### src/rtl/serial_pkg.sv
// Shared definitions for the bit-serial add/subtract unit.
//   state_t : controller states (IDLE, SHIFT, DONE)
//   OP_ADD / OP_SUB : encodings of the op input
package serial_pkg;

    typedef enum logic [1:0] {
        IDLE  = 2'd0,
        SHIFT = 2'd1,
        DONE  = 2'd2
    } state_t;

    localparam logic OP_ADD = 1'b0;
    localparam logic OP_SUB = 1'b1;

endpackage

### src/rtl/serial_fa_cell.sv
// One-bit full adder with its carry/borrow D-flop.
// Ports:
//   clk, clear      : clock, asynchronous active-high reset
//   en              : advance the carry flop to cout_next (one bit time)
//   init, init_val  : load the carry flop with init_val (takes priority over en)
//   a, b            : operand bits for the current bit time
//   sum, cout_next  : combinational sum and carry-out of this bit time
//   carry_q         : carry held from the previous bit time
module serial_fa_cell (
    input  logic clk,
    input  logic clear,
    input  logic en,
    input  logic init,
    input  logic init_val,
    input  logic a,
    input  logic b,
    output logic sum,
    output logic cout_next,
    output logic carry_q
);

    logic carry_d;

    always_comb begin
        sum       = a ^ b ^ carry_q;
        cout_next = (a & b) | (a & carry_q) | (b & carry_q);
        carry_d   = carry_q;
        if (init) begin
            carry_d = init_val;
        end else if (en) begin
            carry_d = cout_next;
        end
    end

    always_ff @(posedge clk or posedge clear) begin
        if (clear) begin
            carry_q <= 1'b0;
        end else begin
            carry_q <= carry_d;
        end
    end

endmodule

### src/rtl/serial_addsub_ctrl.sv
// Sequenced bit-serial add/subtract unit with start/done handshake.
// Operands are loaded on an accepted start, shifted LSB first through a single
// full-adder cell for WIDTH cycles, and the parallel result plus flags are
// latched on the last bit time.
// Ports:
//   clk, clear          : clock, asynchronous active-high reset
//   start, op           : request (sampled in IDLE only); 0 = A+B, 1 = A-B
//   a_in, b_in          : operands, sampled with an accepted start
//   busy, shift_control : high while shifting (identical signals)
//   done                : one-cycle completion pulse
//   result              : sum/difference, held until the next operation ends
//   carry_out           : final carry; for subtract 1 means no borrow
//   overflow            : signed overflow of the operation
module serial_addsub_ctrl
    import serial_pkg::*;
#(
    parameter int WIDTH = 4
) (
    input  logic             clk,
    input  logic             clear,
    input  logic             start,
    input  logic             op,
    input  logic [WIDTH-1:0] a_in,
    input  logic [WIDTH-1:0] b_in,
    output logic             busy,
    output logic             done,
    output logic             shift_control,
    output logic [WIDTH-1:0] result,
    output logic             carry_out,
    output logic             overflow
);

    localparam int               CNT_W    = $clog2(WIDTH + 1);
    localparam logic [CNT_W-1:0] LAST_CNT = CNT_W'(WIDTH - 1);

    state_t           state_q, state_d;
    logic [WIDTH-1:0] sreg_a_q, sreg_a_d;
    logic [WIDTH-1:0] sreg_b_q, sreg_b_d;
    logic [WIDTH-1:0] res_sh_q, res_sh_d;
    logic [WIDTH-1:0] result_q, result_d;
    logic [CNT_W-1:0] cnt_q, cnt_d;
    logic             carry_out_q, carry_out_d;
    logic             overflow_q, overflow_d;

    logic load;
    logic shift_en;
    logic fa_sum;
    logic fa_cout;
    logic fa_carry_q;

    serial_fa_cell u_fa (
        .clk       (clk),
        .clear     (clear),
        .en        (shift_en),
        .init      (load),
        .init_val  (op),
        .a         (sreg_a_q[0]),
        .b         (sreg_b_q[0]),
        .sum       (fa_sum),
        .cout_next (fa_cout),
        .carry_q   (fa_carry_q)
    );

    always_comb begin
        state_d     = state_q;
        sreg_a_d    = sreg_a_q;
        sreg_b_d    = sreg_b_q;
        res_sh_d    = res_sh_q;
        result_d    = result_q;
        cnt_d       = cnt_q;
        carry_out_d = carry_out_q;
        overflow_d  = overflow_q;
        load        = 1'b0;
        shift_en    = 1'b0;

        case (state_q)
            IDLE: begin
                if (start) begin
                    // Subtract is A + ~B + 1: invert B here, carry flop gets op.
                    load     = 1'b1;
                    sreg_a_d = a_in;
                    sreg_b_d = (op == OP_SUB) ? ~b_in : b_in;
                    cnt_d    = '0;
                    state_d  = SHIFT;
                end
            end
            SHIFT: begin
                shift_en = 1'b1;
                sreg_a_d = sreg_a_q >> 1;
                sreg_b_d = sreg_b_q >> 1;
                // New sum bit enters at the MSB; after WIDTH shifts bit 0 is the LSB.
                res_sh_d = (res_sh_q >> 1) | {fa_sum, {(WIDTH-1){1'b0}}};
                cnt_d    = cnt_q + CNT_W'(1);
                if (cnt_q == LAST_CNT) begin
                    // Carry into the MSB is the held carry; out of it is fa_cout.
                    overflow_d  = fa_carry_q ^ fa_cout;
                    carry_out_d = fa_cout;
                    result_d    = res_sh_d;
                    state_d     = DONE;
                end
            end
            DONE: begin
                state_d = IDLE;
            end
            default: begin
                state_d = IDLE;
            end
        endcase
    end

    always_ff @(posedge clk or posedge clear) begin
        if (clear) begin
            state_q     <= IDLE;
            sreg_a_q    <= '0;
            sreg_b_q    <= '0;
            res_sh_q    <= '0;
            result_q    <= '0;
            cnt_q       <= '0;
            carry_out_q <= 1'b0;
            overflow_q  <= 1'b0;
        end else begin
            state_q     <= state_d;
            sreg_a_q    <= sreg_a_d;
            sreg_b_q    <= sreg_b_d;
            res_sh_q    <= res_sh_d;
            result_q    <= result_d;
            cnt_q       <= cnt_d;
            carry_out_q <= carry_out_d;
            overflow_q  <= overflow_d;
        end
    end

    assign busy          = (state_q == SHIFT);
    assign shift_control = busy;
    assign done          = (state_q == DONE);
    assign result        = result_q;
    assign carry_out     = carry_out_q;
    assign overflow      = overflow_q;

endmodule

### config.mk
export PLATFORM = sky130hd
export DESIGN_NAME = serial_addsub_ctrl
export DESIGN_NICKNAME = d
export VERILOG_FILES = /design/src/rtl/serial_pkg.sv /design/src/rtl/serial_fa_cell.sv /design/src/rtl/serial_addsub_ctrl.sv
export SDC_FILE = /design/constraint.sdc
export NUM_CORES = 1
export LEC_CHECK = 0
export BUFFER_PORTS_ARGS = -buffer_cell sky130_fd_sc_hd__buf_2
export CORE_ASPECT_RATIO = 0.9
export CORE_MARGIN = 2
export CORE_UTILIZATION = 53
export DETAILED_ROUTE_END_ITERATION = 16
export GPL_TIMING_DRIVEN = 0
export PLACE_DENSITY = 0.73
export SKIP_CTS_REPAIR_TIMING = 1
export SKIP_LAST_GASP = 1
export SYNTH_ARGS = -nofsm -noshare
export SYNTH_HDL_FRONTEND = slang
export SYNTH_HIERARCHICAL = 1
export SYNTH_SLANG_ARGS = --single-unit
### constraint.sdc
create_clock -name clk -period 2.05 [get_ports clk]
set_input_delay 0.3075 -clock clk [delete_from_list [all_inputs] [get_ports clk]]
set_output_delay 0.3075 -clock clk [all_outputs]
set_load 0.05 [all_outputs]
==> results.json, run 1 <==
{
  "drt_drc_violations_left": 0,
  "ys_warn_count": 6,
  "route.detailed.vias_per_inst": 5.29,
  "power.density_cell_area_mw_per_mm2": 1540,
  "p_int_w": 0.00104,
  "max_ir_drop_vdd_mv": 0.868,
  "yosys.cell_types.count": 30,
  "clkLatencyLatePin_ns": 0.31,
  "gp_congestion": 0.689,
  "power.share.sequential": 0.400,
  "dominantRegCellSynth": "sky130_fd_sc_hd__dfrtp_1",
  "detail-route-antenna-nets": 0,
  "final-setup-viol-count": 0,
  "fp.coreArea_mm2": 0.00191,
  "design.final.nets": 140,
  "full_die_area_mm2": 0.00242,
  "drive_gt1_frac": 0.290,
  "status": "finished, final reports clean",
  "clkSinkCount": 23,
  "grt_start_max_net_pins": 23,
  "timing.critical_path.to_type": "output port",
  "initial_core_util": 0.565,
  "placement_rows": 15,
  "syn_to_final_growth_pct": 15.2,
  "synth.top_cells.by_area": "sky130_fd_sc_hd__dfrtp_1 (53%), sky130_fd_sc_hd__nand2_1 (5.9%), sky130_fd_sc_hd__mux2_2 (5.2%)",
  "cpLargestDelayFamily": "buffers and inverters",
  "timing_worst_slew_pin_value_ns": 0.841,
  "timing.critical_path.slowest_cell_delay_ns": 0.43,
  "gr-usage-all-layers": 0.179,
  "seq_area_frac_synth": 0.532,
  "io_buffer_count": 19,
  "final_critical_path_setup_slack_ns": 0.121,
  "period_minus_slack_ns": 1.93,
  "clk_path_buf_depth": 2,
  "power_total_w": 0.00192,
  "first_pass_iters": 4,
  "crit_slowest_cell": "sky130_fd_sc_hd__dfrtp_1",
  "timing.slew.headroom": 0.439,
  "power.share.clock": 0.111,
  "synth_top_area_share": 0.532,
  "yosys-top-cells-count": "sky130_fd_sc_hd__dfrtp_1 (23), sky130_fd_sc_hd__nand2_1 (17), sky130_fd_sc_hd__o21ai_0 (8)",
  "worst-endpoint-required_ns": 1.74,
  "cts.root.buffer_cell": "sky130_fd_sc_hd__clkbuf_4",
  "worstPathArrival_ns": 1.62,
  "place.detailed.hpwl_um": 1360,
  "postSynthAreaPerCell_um2": 10.8,
  "diode_insertion_count_for_antenna_repair": 0,
  "worstPathMaxFanout": 11,
  "timing.critical_path.from_type": "flip-flop",
  "path_clk_slew_ns": 0.13,
  "leakage_nw": 0.645,
  "first_global_vias": 760,
  "share_comb_of_total_power": 0.489,
  "cts_tree": "done",
  "drt-total-wl_um": 1930,
  "synth_enable_flop_cells": 0,
  "layout.core_utilization": 0.650,
  "p_switching_w": 0.000876,
  "syn_inst": 100,
  "hold_path.class": "primary input to flip-flop",
  "fin_crit_sh": 0.941,
  "synthesis.area_mm2": 0.00108,
  "path_cells": "nand2b_1 -> inv_2 -> buf_4 -> buf_2",
  "timing.critical_path.buf_inv": 3,
  "rsz0062_at_grt": "false",
  "place_worst_setup_slack_ns": 0.457,
  "report.final.slew_viol_count": 0,
  "io_pins": 21,
  "postSynthRegisterBits": 23,
  "die_x_um": 51.6,
  "antenna_found_initial": 0,
  "synthMostInstantiatedCell": "sky130_fd_sc_hd__dfrtp_1",
  "worst_clock_skew_ns": 0.00406,
  "setup.worst_path.class": "flip-flop to output port",
  "layout.filler_cells": 173,
  "post_dr_wirelength_cell_um": 12.9,
  "numPlacedInstances": 144,
  "fp.dieH_um": 46.8,
  "switching_share": 0.456,
  "detailedRoute.firstIterationViolations": 8,
  "share_of_flip_flops_with_an_asynchronous_set_or_reset_after_synthesis": 1.00,
  "layout.cells.non_filler": 149,
  "total_gr_overflow": 0,
  "cts_buffers": 3,
  "max_freq_mhz": 519,
  "syn-num-nets": 115,
  "drv_cap": 0,
  "finalHoldViolCount": 0,
  "grt_first_pass_wirelength_um": 3170,
  "yosys.area.top_type": "sky130_fd_sc_hd__dfrtp_1",
  "routed-via-count": 788,
  "htree_num_levels": 1,
  "total_negative_setup_slack_ns": 0
}
==> stage by stage <==
step / hold WS (ns) / cell area (um^2)
detailed placement: 0.153 / 1210
global route: 0.300 / 1240
finish: 0.257 / 1240
floorplan: 0.0362 / 1080
global placement: 0.150 / 1210
CTS: -0.189 / 1230
==> power groups by stage <==
stage	clock, W	sequential, W	combinational, W
2_1_floorplan	0	0.000932	0.000570
3_5_place_dp	0	0.000778	0.000946
4_1_cts	0.000216	0.000768	0.000947
3_3_place_gp	0	0.000764	0.000926
5_1_grt	0.000228	0.000794	0.00104
6_report	0.000212	0.000767	0.000938
==> kinds of logic (layout without fill, tap and decap cells) <==
kind of cell / count (synthesis) / after routing / share of synthesized area
AND/OR/NAND/NOR: 29 / 29 / 0.141
AO/OA/AOI/OAI: 23 / 23 / 0.135
flip-flops: 23 / 23 / 0.532
buffers and inverters: 11 / 35 / 0.0474
multiplexers: 6 / 6 / 0.0613
XOR/XNOR: 5 / 5 / 0.0405
adder cells (fa/ha/maj): 3 / 3 / 0.0417
==> final cells by class <==
cell class,count,area [um^2],area share
flip-flops and latches,23,576,0.462
repair buffers,20,105,0.0844
multi-input cells,66,454,0.365
plain buffers,4,25.0,0.0201
clock inverters,1,5.00,0.00402
inverters,7,26.3,0.0211
clock buffers,3,22.5,0.0181
well taps,25,31.3,0.0251
==> routing by layer <==
layer  share of wire  vias to the layer above  GRT usage
met3           0.031                        2     0.0287
met1            0.45                      386      0.218
met5               0                        -          0
met4          0.0093                        0     0.0632
met2            0.51                       12      0.331
li1                -                      388          -
==> registers in the layout, indices dropped and copies added (netlist names) <==
name and cells:
carry_out 1, sreg_b_q 4, result 4, overflow 1
state_q 2, cnt_q 3, res_sh_q 3, u_fa/carry_q 1
sreg_a_q 4
==> cells in the final DEF, fill, tap and decap left out, types with 3 or more instances in the layout <==
cell type                  count
sky130_fd_sc_hd__and2b_1       3
sky130_fd_sc_hd__dfrtp_1      23
sky130_fd_sc_hd__a221o_1       3
sky130_fd_sc_hd__nand2_1      17
sky130_fd_sc_hd__inv_1         6
sky130_fd_sc_hd__a21oi_1       5
sky130_fd_sc_hd__xnor2_1       4
sky130_fd_sc_hd__clkbuf_4      3
sky130_fd_sc_hd__buf_2        21
sky130_fd_sc_hd__mux2_2        5
sky130_fd_sc_hd__o21ai_0       8
==> final timing paths <==
path,start,endpoint,slack [ns],cells after the start
min in group asynchronous,clear,u_fa/carry_q,0.37,3
hold reg to reg,overflow,overflow,0.49,2
setup / recovery,state_q[1],shift_control,0.12,4
max in group asynchronous,clear,result[0],0.82,3
hold / removal,a_in[3],sreg_a_q[3],0.26,3
setup reg to reg,cnt_q[0],result[2],0.43,4
==> worst reg2reg max path, delay by kind of cell, from the launching register on <==
kind | cells | cell delay [ns]
flops | 1 | 0.42
fa+ha+maj | 2 | 0.40
mux | 1 | 0.39
simple gates | 1 | 0.31
No activity file was read; power rests on OpenSTA's default activity.
==> run 2, diff against run 1 <==
CORE_MARGIN = 1.5   (was 2)
==> results.json, run 2 (synthesized netlist as in run 1, its figures left out) <==
{
  "initial_core_util": 0.565,
  "power.density_cell_area_mw_per_mm2": 1530,
  "full_die_area_mm2": 0.00232,
  "grt_start_max_net_pins": 23,
  "io_buffer_count": 19,
  "cpLargestDelayFamily": "buffers and inverters",
  "cts_buffers": 3,
  "hold_path.class": "primary input to flip-flop",
  "worst-endpoint-required_ns": 1.74,
  "max_freq_mhz": 518,
  "layout.core_utilization": 0.650,
  "drt-total-wl_um": 1860,
  "timing.critical_path.buf_inv": 3,
  "fp.coreArea_mm2": 0.00191,
  "most-common-layout-cells": "sky130_fd_sc_hd__dfrtp_1 (23), sky130_fd_sc_hd__buf_2 (21), sky130_fd_sc_hd__nand2_1 (17)",
  "timing.reg2reg.setup_slack_ns": 0.43,
  "die_x_um": 50.6,
  "period_minus_slack_ns": 1.93,
  "gr-usage-all-layers": 0.183,
  "cts.root.buffer_cell": "sky130_fd_sc_hd__clkbuf_4",
  "timing.critical_path.to_type": "output port",
  "drive_gt1_frac": 0.290,
  "diode_insertion_count_for_antenna_repair": 0,
  "routed-via-count": 784,
  "max_ir_drop_vdd_mv": 0.808,
  "placement_rows": 15,
  "total_gr_overflow": 0,
  "status": "finished, final reports clean",
  "cell_area_after_placement_mm2": 0.00121,
  "first_global_vias": 731,
  "post_dr_wirelength_cell_um": 12.5,
  "crit_slowest_cell": "sky130_fd_sc_hd__dfrtp_1",
  "leakage_nw": 0.645,
  "cts_tree": "done",
  "path_cells": "nand2b_1 -> inv_2 -> buf_4 -> buf_2",
  "finalHoldViolCount": 0,
  "syn_to_final_growth_pct": 15.2,
  "timing.slew.headroom": 0.444,
  "worstPathMaxFanout": 11,
  "timing.critical_path.slowest_cell_delay_ns": 0.42,
  "gp_congestion": 0.694,
  "cp.depth": 4,
  "final_area_mm2": 0.00124,
  "timing.critical_path.from_type": "flip-flop",
  "io_pins": 21,
  "design.final.nets": 140,
  "crit-reg2reg-capture": "result[2]",
  "clk_path_buf_depth": 2,
  "detail-route-antenna-nets": 0,
  "place.detailed.hpwl_um": 1320,
  "cp-endpoint": "shift_control",
  "setup.worst_path.class": "flip-flop to output port",
  "power_total_w": 0.00191,
  "r2r_start": "cnt_q[0]",
  "rsz0062_at_grt": "false",
  "route.detailed.vias_per_inst": 5.26,
  "first_pass_iters": 4,
  "worstPathArrival_ns": 1.62,
  "antenna_found_initial": 0,
  "clkLatencyLatePin_ns": 0.30,
  "fin_crit_sh": 0.941,
  "path_clk_slew_ns": 0.13,
  "grt_first_pass_wirelength_um": 3110,
  "report.final.slew_viol_count": 0,
  "drt_drc_violations_left": 0,
  "final-setup-viol-count": 0,
  "timing.reg2reg.worst_path_depth": 4,
  "total_negative_setup_slack_ns": 0,
  "worst_clock_skew_ns": 0.00248,
  "fp.dieH_um": 45.8,
  "detailedRoute.firstIterationViolations": 10,
  "htree_num_levels": 1,
  "timing_worst_slew_pin_value_ns": 0.832,
  "mostFrequentLayoutCell": "sky130_fd_sc_hd__dfrtp_1",
  "clkSinkCount": 23,
  "drv_cap": 0,
  "layout.filler_cells": 172,
  "critPathLaunch": "state_q[1]"
}
-- run 2: cell counts in the layout (fill, tap and decap cells not counted) --
No cell type changed its count.
-- run 2: worst min path at each step --
stage	cells past startpoint	slack [ns]	startpoint	endpoint
after detailed placement	2	0.15	clear	u_fa/carry_q
final	3	0.26	a_in[3]	sreg_a_q[3]
after CTS	2	-0.19	clear	u_fa/carry_q
after floorplan	1	0.04	clear	u_fa/carry_q
after global routing	3	0.27	a_in[3]	sreg_a_q[3]
after global placement	2	0.15	clear	u_fa/carry_q
-- run 2: power by group --
| group | total [W] | internal [W] | switching (W) | leakage, nW |
|---|---|---|---|---|
| clock | 0.000206 | 0.0000727 | 0.000133 | 0.0177 |
| combinational | 0.000937 | 0.000327 | 0.000610 | 0.333 |
| sequential | 0.000765 | 0.000643 | 0.000122 | 0.294 |
| total | 0.00191 | 0.00104 | 0.000865 | 0.645 |
-- run 2: routing by layer --
metal  vias up  GRT usage  routed length, um
met2        12      0.316                933
met5         -          0                  0
met4         0     0.0811                 14
li1        388          -                  -
met1       382      0.230                858
met3         2     0.0296                 54
-- run 2: stage by stage --
stage          setup slack, ns  std cells  hold slack, ns
5_1_grt                 0.0348        149           0.269
4_1_cts                  0.121        148          -0.190
3_5_place_dp             0.449        144           0.154
2_1_floorplan            0.483        100          0.0362
3_3_place_gp             0.474        144           0.150
6_report                 0.120        149           0.260
-- run 2: worst min-delay path: cells and delay by family --
family          cells  cell delay, ns
compound gates      2            0.15
buf+inv             1            0.07
-- run 2: final cells by class --
cell class | count | area, um^2 | share of cell area
Buffer | 4 | 25.0 | 0.0201
Clock buffer | 3 | 22.5 | 0.0181
Clock inverter | 1 | 5.00 | 0.00402
Inverter | 7 | 26.3 | 0.0211
Multi-Input combinational cell | 66 | 454 | 0.365
Sequential cell | 23 | 576 | 0.462
Tap cell | 25 | 31.3 | 0.0251
Timing Repair Buffer | 20 | 105 | 0.0844
